==> config.mk <==
export PLATFORM = sky130hd
export DESIGN_NAME = dcache_wt_ctrl
export DESIGN_NICKNAME = d
export VERILOG_FILES = /design/src/rtl/dcache_wt_ctrl.sv
export SDC_FILE = /design/constraint.sdc
export NUM_CORES = 2
export LEC_CHECK = 0
export CAP_MARGIN = 20
export CORE_AREA = 2 2 467 469
export CTS_CLUSTER_DIAMETER = 40
export CTS_CLUSTER_SIZE = 20
export DETAILED_ROUTE_END_ITERATION = 12
export DIE_AREA = 0 0 469 471
export PLACE_DENSITY = 0.72
export RECOVER_POWER = 50
export SLEW_MARGIN = 20
export SYNTH_ARGS = -nofsm -noshare
export SYNTH_HDL_FRONTEND = slang
export SYNTH_SLANG_ARGS = --single-unit
==> constraint.sdc <==
create_clock -name clk -period 8.8 [get_ports clk]
set_input_delay 1.76 -clock clk [delete_from_list [all_inputs] [get_ports clk]]
set_output_delay 1.76 -clock clk [all_outputs]
set_load 0.03 [all_outputs]
==> src/rtl/dcache_wt_ctrl.sv <==
// Direct-mapped, write-through, no-write-allocate data cache controller.
// Sits between the core's load/store stage and a word-addressed data memory.
// Read misses refill a whole line word by word. Every store goes to memory,
// and the cached copy is updated only when the stored word is already resident.
//
// Core handshake: a request (cpu_re or cpu_we; cpu_we wins) is accepted on the
// first rising edge where stall=0. While stall=1 the core holds cpu_re, cpu_we,
// cpu_addr and cpu_wd unchanged. A load completes with cpu_rd valid in the
// cycle where stall drops. A store completes in its mem_we cycle.
module dcache_wt_ctrl #(
  parameter int DATA    = 32,
  parameter int ADDR    = 32,
  parameter int LINES   = 16,
  parameter int WORDS   = 4,
  parameter int MEM_LAT = 4
) (
  input  logic            clk,
  input  logic            rst_n,
  input  logic            cpu_re,
  input  logic            cpu_we,
  input  logic [ADDR-1:0] cpu_addr,
  input  logic [DATA-1:0] cpu_wd,
  output logic [DATA-1:0] cpu_rd,
  output logic            stall,
  output logic            mem_we,
  output logic [ADDR-1:0] mem_addr,
  output logic [DATA-1:0] mem_wd,
  input  logic [DATA-1:0] mem_rd
);

  localparam int OFF_W = $clog2(WORDS);
  localparam int IDX_W = $clog2(LINES);
  localparam int TAG_W = ADDR - OFF_W - IDX_W;
  localparam int CNT_W = (MEM_LAT > 1) ? $clog2(MEM_LAT) : 1;
  localparam logic [CNT_W-1:0] CNT_LAST  = CNT_W'(MEM_LAT - 1);
  localparam logic [OFF_W-1:0] WCNT_LAST = OFF_W'(WORDS - 1);

  typedef enum logic [1:0] {
    IDLE   = 2'd0,
    WRITE  = 2'd1,
    REFILL = 2'd2
  } state_t;

  state_t           state;
  logic [CNT_W-1:0] cnt;
  logic [OFF_W-1:0] wcnt;
  logic [LINES-1:0] valid;
  logic [TAG_W-1:0] tag_q  [LINES];
  logic [DATA-1:0]  data_q [LINES*WORDS];

  logic [OFF_W-1:0] off;
  logic [IDX_W-1:0] idx;
  logic [TAG_W-1:0] tag;
  logic             hit;
  logic             last_beat;

  assign off       = cpu_addr[OFF_W-1:0];
  assign idx       = cpu_addr[OFF_W +: IDX_W];
  assign tag       = cpu_addr[ADDR-1:OFF_W+IDX_W];
  assign hit       = valid[idx] && (tag_q[idx] == tag);
  assign last_beat = (cnt == CNT_LAST);

  // Outputs decoded from the current state and the held request. All are
  // forced to zero while reset is asserted, so an aborted access stops at once.
  always_comb begin
    stall    = 1'b0;
    mem_we   = 1'b0;
    mem_addr = '0;
    mem_wd   = '0;
    cpu_rd   = '0;
    if (rst_n) begin
      if (hit) cpu_rd = data_q[{idx, off}];
      case (state)
        IDLE:   stall = cpu_we || (cpu_re && !hit);
        WRITE: begin
          mem_addr = cpu_addr;
          mem_wd   = cpu_wd;
          stall    = !last_beat;
          mem_we   = last_beat;
        end
        REFILL: begin
          stall    = 1'b1;
          mem_addr = {cpu_addr[ADDR-1:OFF_W], wcnt};
        end
        default: ;
      endcase
    end
  end

  // Control FSM: access sequencing, latency counters and line valid bits.
  // A line becomes valid only when its last word has arrived.
  always_ff @(posedge clk or negedge rst_n) begin
    if (!rst_n) begin
      state <= IDLE;
      cnt   <= '0;
      wcnt  <= '0;
      valid <= '0;
    end else begin
      case (state)
        IDLE: begin
          cnt  <= '0;
          wcnt <= '0;
          if (cpu_we)               state <= WRITE;
          else if (cpu_re && !hit)  state <= REFILL;
        end
        WRITE: begin
          if (last_beat) begin
            cnt   <= '0;
            state <= IDLE;
          end else begin
            cnt <= cnt + 1'b1;
          end
        end
        REFILL: begin
          if (last_beat) begin
            cnt <= '0;
            if (wcnt == WCNT_LAST) begin
              wcnt       <= '0;
              valid[idx] <= 1'b1;
              state      <= IDLE;
            end else begin
              wcnt <= wcnt + 1'b1;
            end
          end else begin
            cnt <= cnt + 1'b1;
          end
        end
        default: begin
          cnt   <= '0;
          wcnt  <= '0;
          state <= IDLE;
        end
      endcase
    end
  end

  // Tag and data arrays: store-hit word update and refill word capture.
  // Conflicting lines are overwritten without writeback since memory is current.
  always_ff @(posedge clk) begin
    if (state == WRITE && last_beat && hit) begin
      data_q[{idx, off}] <= cpu_wd;
    end
    if (state == REFILL && last_beat) begin
      data_q[{idx, wcnt}] <= mem_rd;
      if (wcnt == WCNT_LAST) tag_q[idx] <= tag;
    end
  end

endmodule
==> impl_metrics.toml <==
[status]
status = "finished, violations left"
violations = "max-capacitance violations, max-slew violations"

[worst_setup_path]
crit_family = "buffers and inverters"
crit_fanout = 78
crit_type = "primary input to output port"
rr_startpoint = "cnt[0]"
crit_chain = "buf_8 > buf_4 > mux4_2 > xnor2_1 > a2111oi_0 > a31oi_1 > nand2_1 > nand4_1 > nor4_4 > nand2_2 > buf_4 > buf_4 > a211oi_1 > buf_4 > buf_12"
cp.buffers_inverters = 6
crit_path_top_delay_cell = "buf_8"
reg2reg_depth = 9
crit_top_cell = "buf_4"
crit_path_end_kind = "output port"
crit_arrival_ps = 6480
cpPeakStageDelay_ps = 600
crit_path_start_kind = "primary input"
r2r_end = "tag_q[7][17]"
reg2reg_slack_ps = 1250
worst_ep_required_time_ps = 7040

[floorplan]
rows = 171
dieHeight_um = 471
dieArea_mm2 = 0.2209
fp.dieW_um = 469
initial_utilization = 0.4473
core_area_mm2 = 0.2161
ios = 198

[detailed_routing]
dr.pass1.iters = 5
wirelength_um = 275000
drc = 0
drt-vias-per-instance = 6.414
wl_per_cell_um = 34.85
drtAntennaViolNets = 0
first_iter_violations = 7735
num_vias = 50620

[sta]
relSlewSlack = -1.332
fin_setup_tns_ps = 0
min_period_ps = 8245
worst_slew_pin_slew_ps = 3498
finalHoldViolCount = 0
min_period_over_period = 0.9369
slew_viol_final = 2251
skew_ps = 107.8
setup_violations = 0
fmax_mhz = 121.3
grt_setup_unrepaired = "false"
worst_slack_ps = 555.3
hold_ws_ps = 442.8

[synthesis]
synthesis.area_mm2 = 0.09665
seq_area_frac_synth = 0.7713
synthFlopType = "edfxtp_1"
synth_cell_type_count = 69
synth_nets = 4385
ys_warn_count = 0
synthCells = 4279
synth-edff-count = 2464
post-synth-top-area-fraction = 0.7656
yosysTopAreaCell = "edfxtp_1"
yosysMostFrequentCell = "edfxtp_1"
synthTopCellsByCount = "2464 x edfxtp_1, 617 x mux4_2, 156 x mux2i_1, 127 x clkbuf_1, 113 x o22ai_1"
synth_seq_cells = 2486
async_reset_ff_frac = 0.008850
synth_area_leaders = "edfxtp_1 77%, mux4_2 14%, mux2i_1 1.6%"
synth.avg_cell_area_um2 = 22.59

[global_routing]
antenna_found_initial = 8
grt_pass1_vias = 50410
grt-ovfl-total = 0
grt_max_degree = 114
grt_pass1_wl_um = 384300
track_usage = 0.2477

[power_and_ir_drop]
intPower_mw = 21.39
power_frac_comb = 0.058
power_density_mw_per_mm2 = 241.2
finalPower_mw = 27.63
pwr-share-clk = 0.468
power.share.sequential = 0.475
switching_share = 0.2259
power_leakage_nw = 37.11
switching_power_mw = 6.243
max-vdd-ir-drop_mv = 0.2007

[layout]
syn2layout_area_growth_pct = 18.54
drive_above_1_share = 0.3112
finalNetCount = 4905
final_cell_area_mm2 = 0.1146

[hold_path]
hold_path.class = "flip-flop to flip-flop"
min_path_cells = 1
min_to = "cnt[0]"
min_from = "cnt[0]"

[clocking]
htree_levels = 5
cts-root-buf = "clkbuf_16"
worstSkewPairLatency_ps = 960
cts_tree = "built"
ctsHoldBuffers = 0
cts_resized = 0
clk_transition_reported_paths_ps = 50
cts.sinks = 2486
clockBufferDepth = 4
cts_setup_buffers = 0
cts_buffers = 310

[flow_run]
drv_cap = 39

[place]
dp_hpwl_um = 154200
placed_area_mm2 = 0.1042
gp_congestion = 0.8329
pre_cts_ws_ps = 760.6
port_buffers = 197
worst max-delay path by stage:
stage	cells past startpoint	end	from
3_3_place_gp	15	cpu_rd[27]	cpu_addr[2]
3_5_place_dp	15	cpu_rd[27]	cpu_addr[2]
5_1_grt	15	cpu_rd[27]	cpu_addr[2]
6_report	15	cpu_rd[27]	cpu_addr[2]
4_1_cts	15	cpu_rd[27]	cpu_addr[2]
2_1_floorplan	9	cpu_rd[11]	cpu_addr[2]
routing by layer:
| metal | global-route usage | vias to the layer above | share of wire |
|---|---|---|---|
| met2 | 0.3918 | 3905 | 0.48 |
| met3 | 0.06404 | 756 | 0.13 |
| li1 | - | 19440 | - |
| met1 | 0.3271 | 26510 | 0.34 |
| met4 | 0.1033 | 8 | 0.052 |
| met5 | 0 | - | 0.00017 |
metrics by stage:
step | util | cells
floorplan | - | 4279
finish | 0.5302 | 7891
global placement | 0.4815 | 7334
CTS | 0.5307 | 7883
detailed placement | 0.4820 | 7338
global route | 0.5301 | 7886
flip-flops by register name, indices dropped and copies added (netlist names):
signal / flops
cnt: 2
data_q: 2048
state: 2
tag_q: 416
valid: 16
wcnt: 2
power by group through the flow:
stage | Sequential (mW) | Clock, mW | Combinational, mW
3_5_place_dp | 13.3 | 0 | 1.59
5_1_grt | 13.1 | 13.5 | 1.67
3_3_place_gp | 13.3 | 0 | 1.55
2_1_floorplan | 13.3 | 0 | 0.913
6_report | 13.1 | 12.9 | 1.59
4_1_cts | 13.1 | 13.0 | 1.60
final cells by class:
type,instances,area (um^2)
fillers,15940,101500
clock buffers,328,7995
repair buffers,455,4403
clock inverters,217,2514
inverters,15,56.30
flip-flops and latches,2486,74540
diodes,5,12.51
multi-input cells,1531,21470
well taps,2854,3571
cells by family after synthesis:
kind of cell,share of synthesized area
flip-flops,0.7713
multiplexers,0.1681
AND/OR/NAND/NOR,0.02224
AO/OA/AOI/OAI,0.02334
buffers and inverters,0.01231
XOR/XNOR,0.001994
adder cells (fa/ha/maj),0.0007767
layout by cell type, fill, tap and decap left out, types with 50 or more instances in the layout:
cell and instances:
mux2i_1 156, mux4_2 617, edfxtp_1 2464, buf_4 205
clkbuf_16 318, inv_6 61, buf_12 50, clkdlybuf4s50_1 134
nor3_4 60, o22ai_1 113
(Power assumes the default switching activity.)
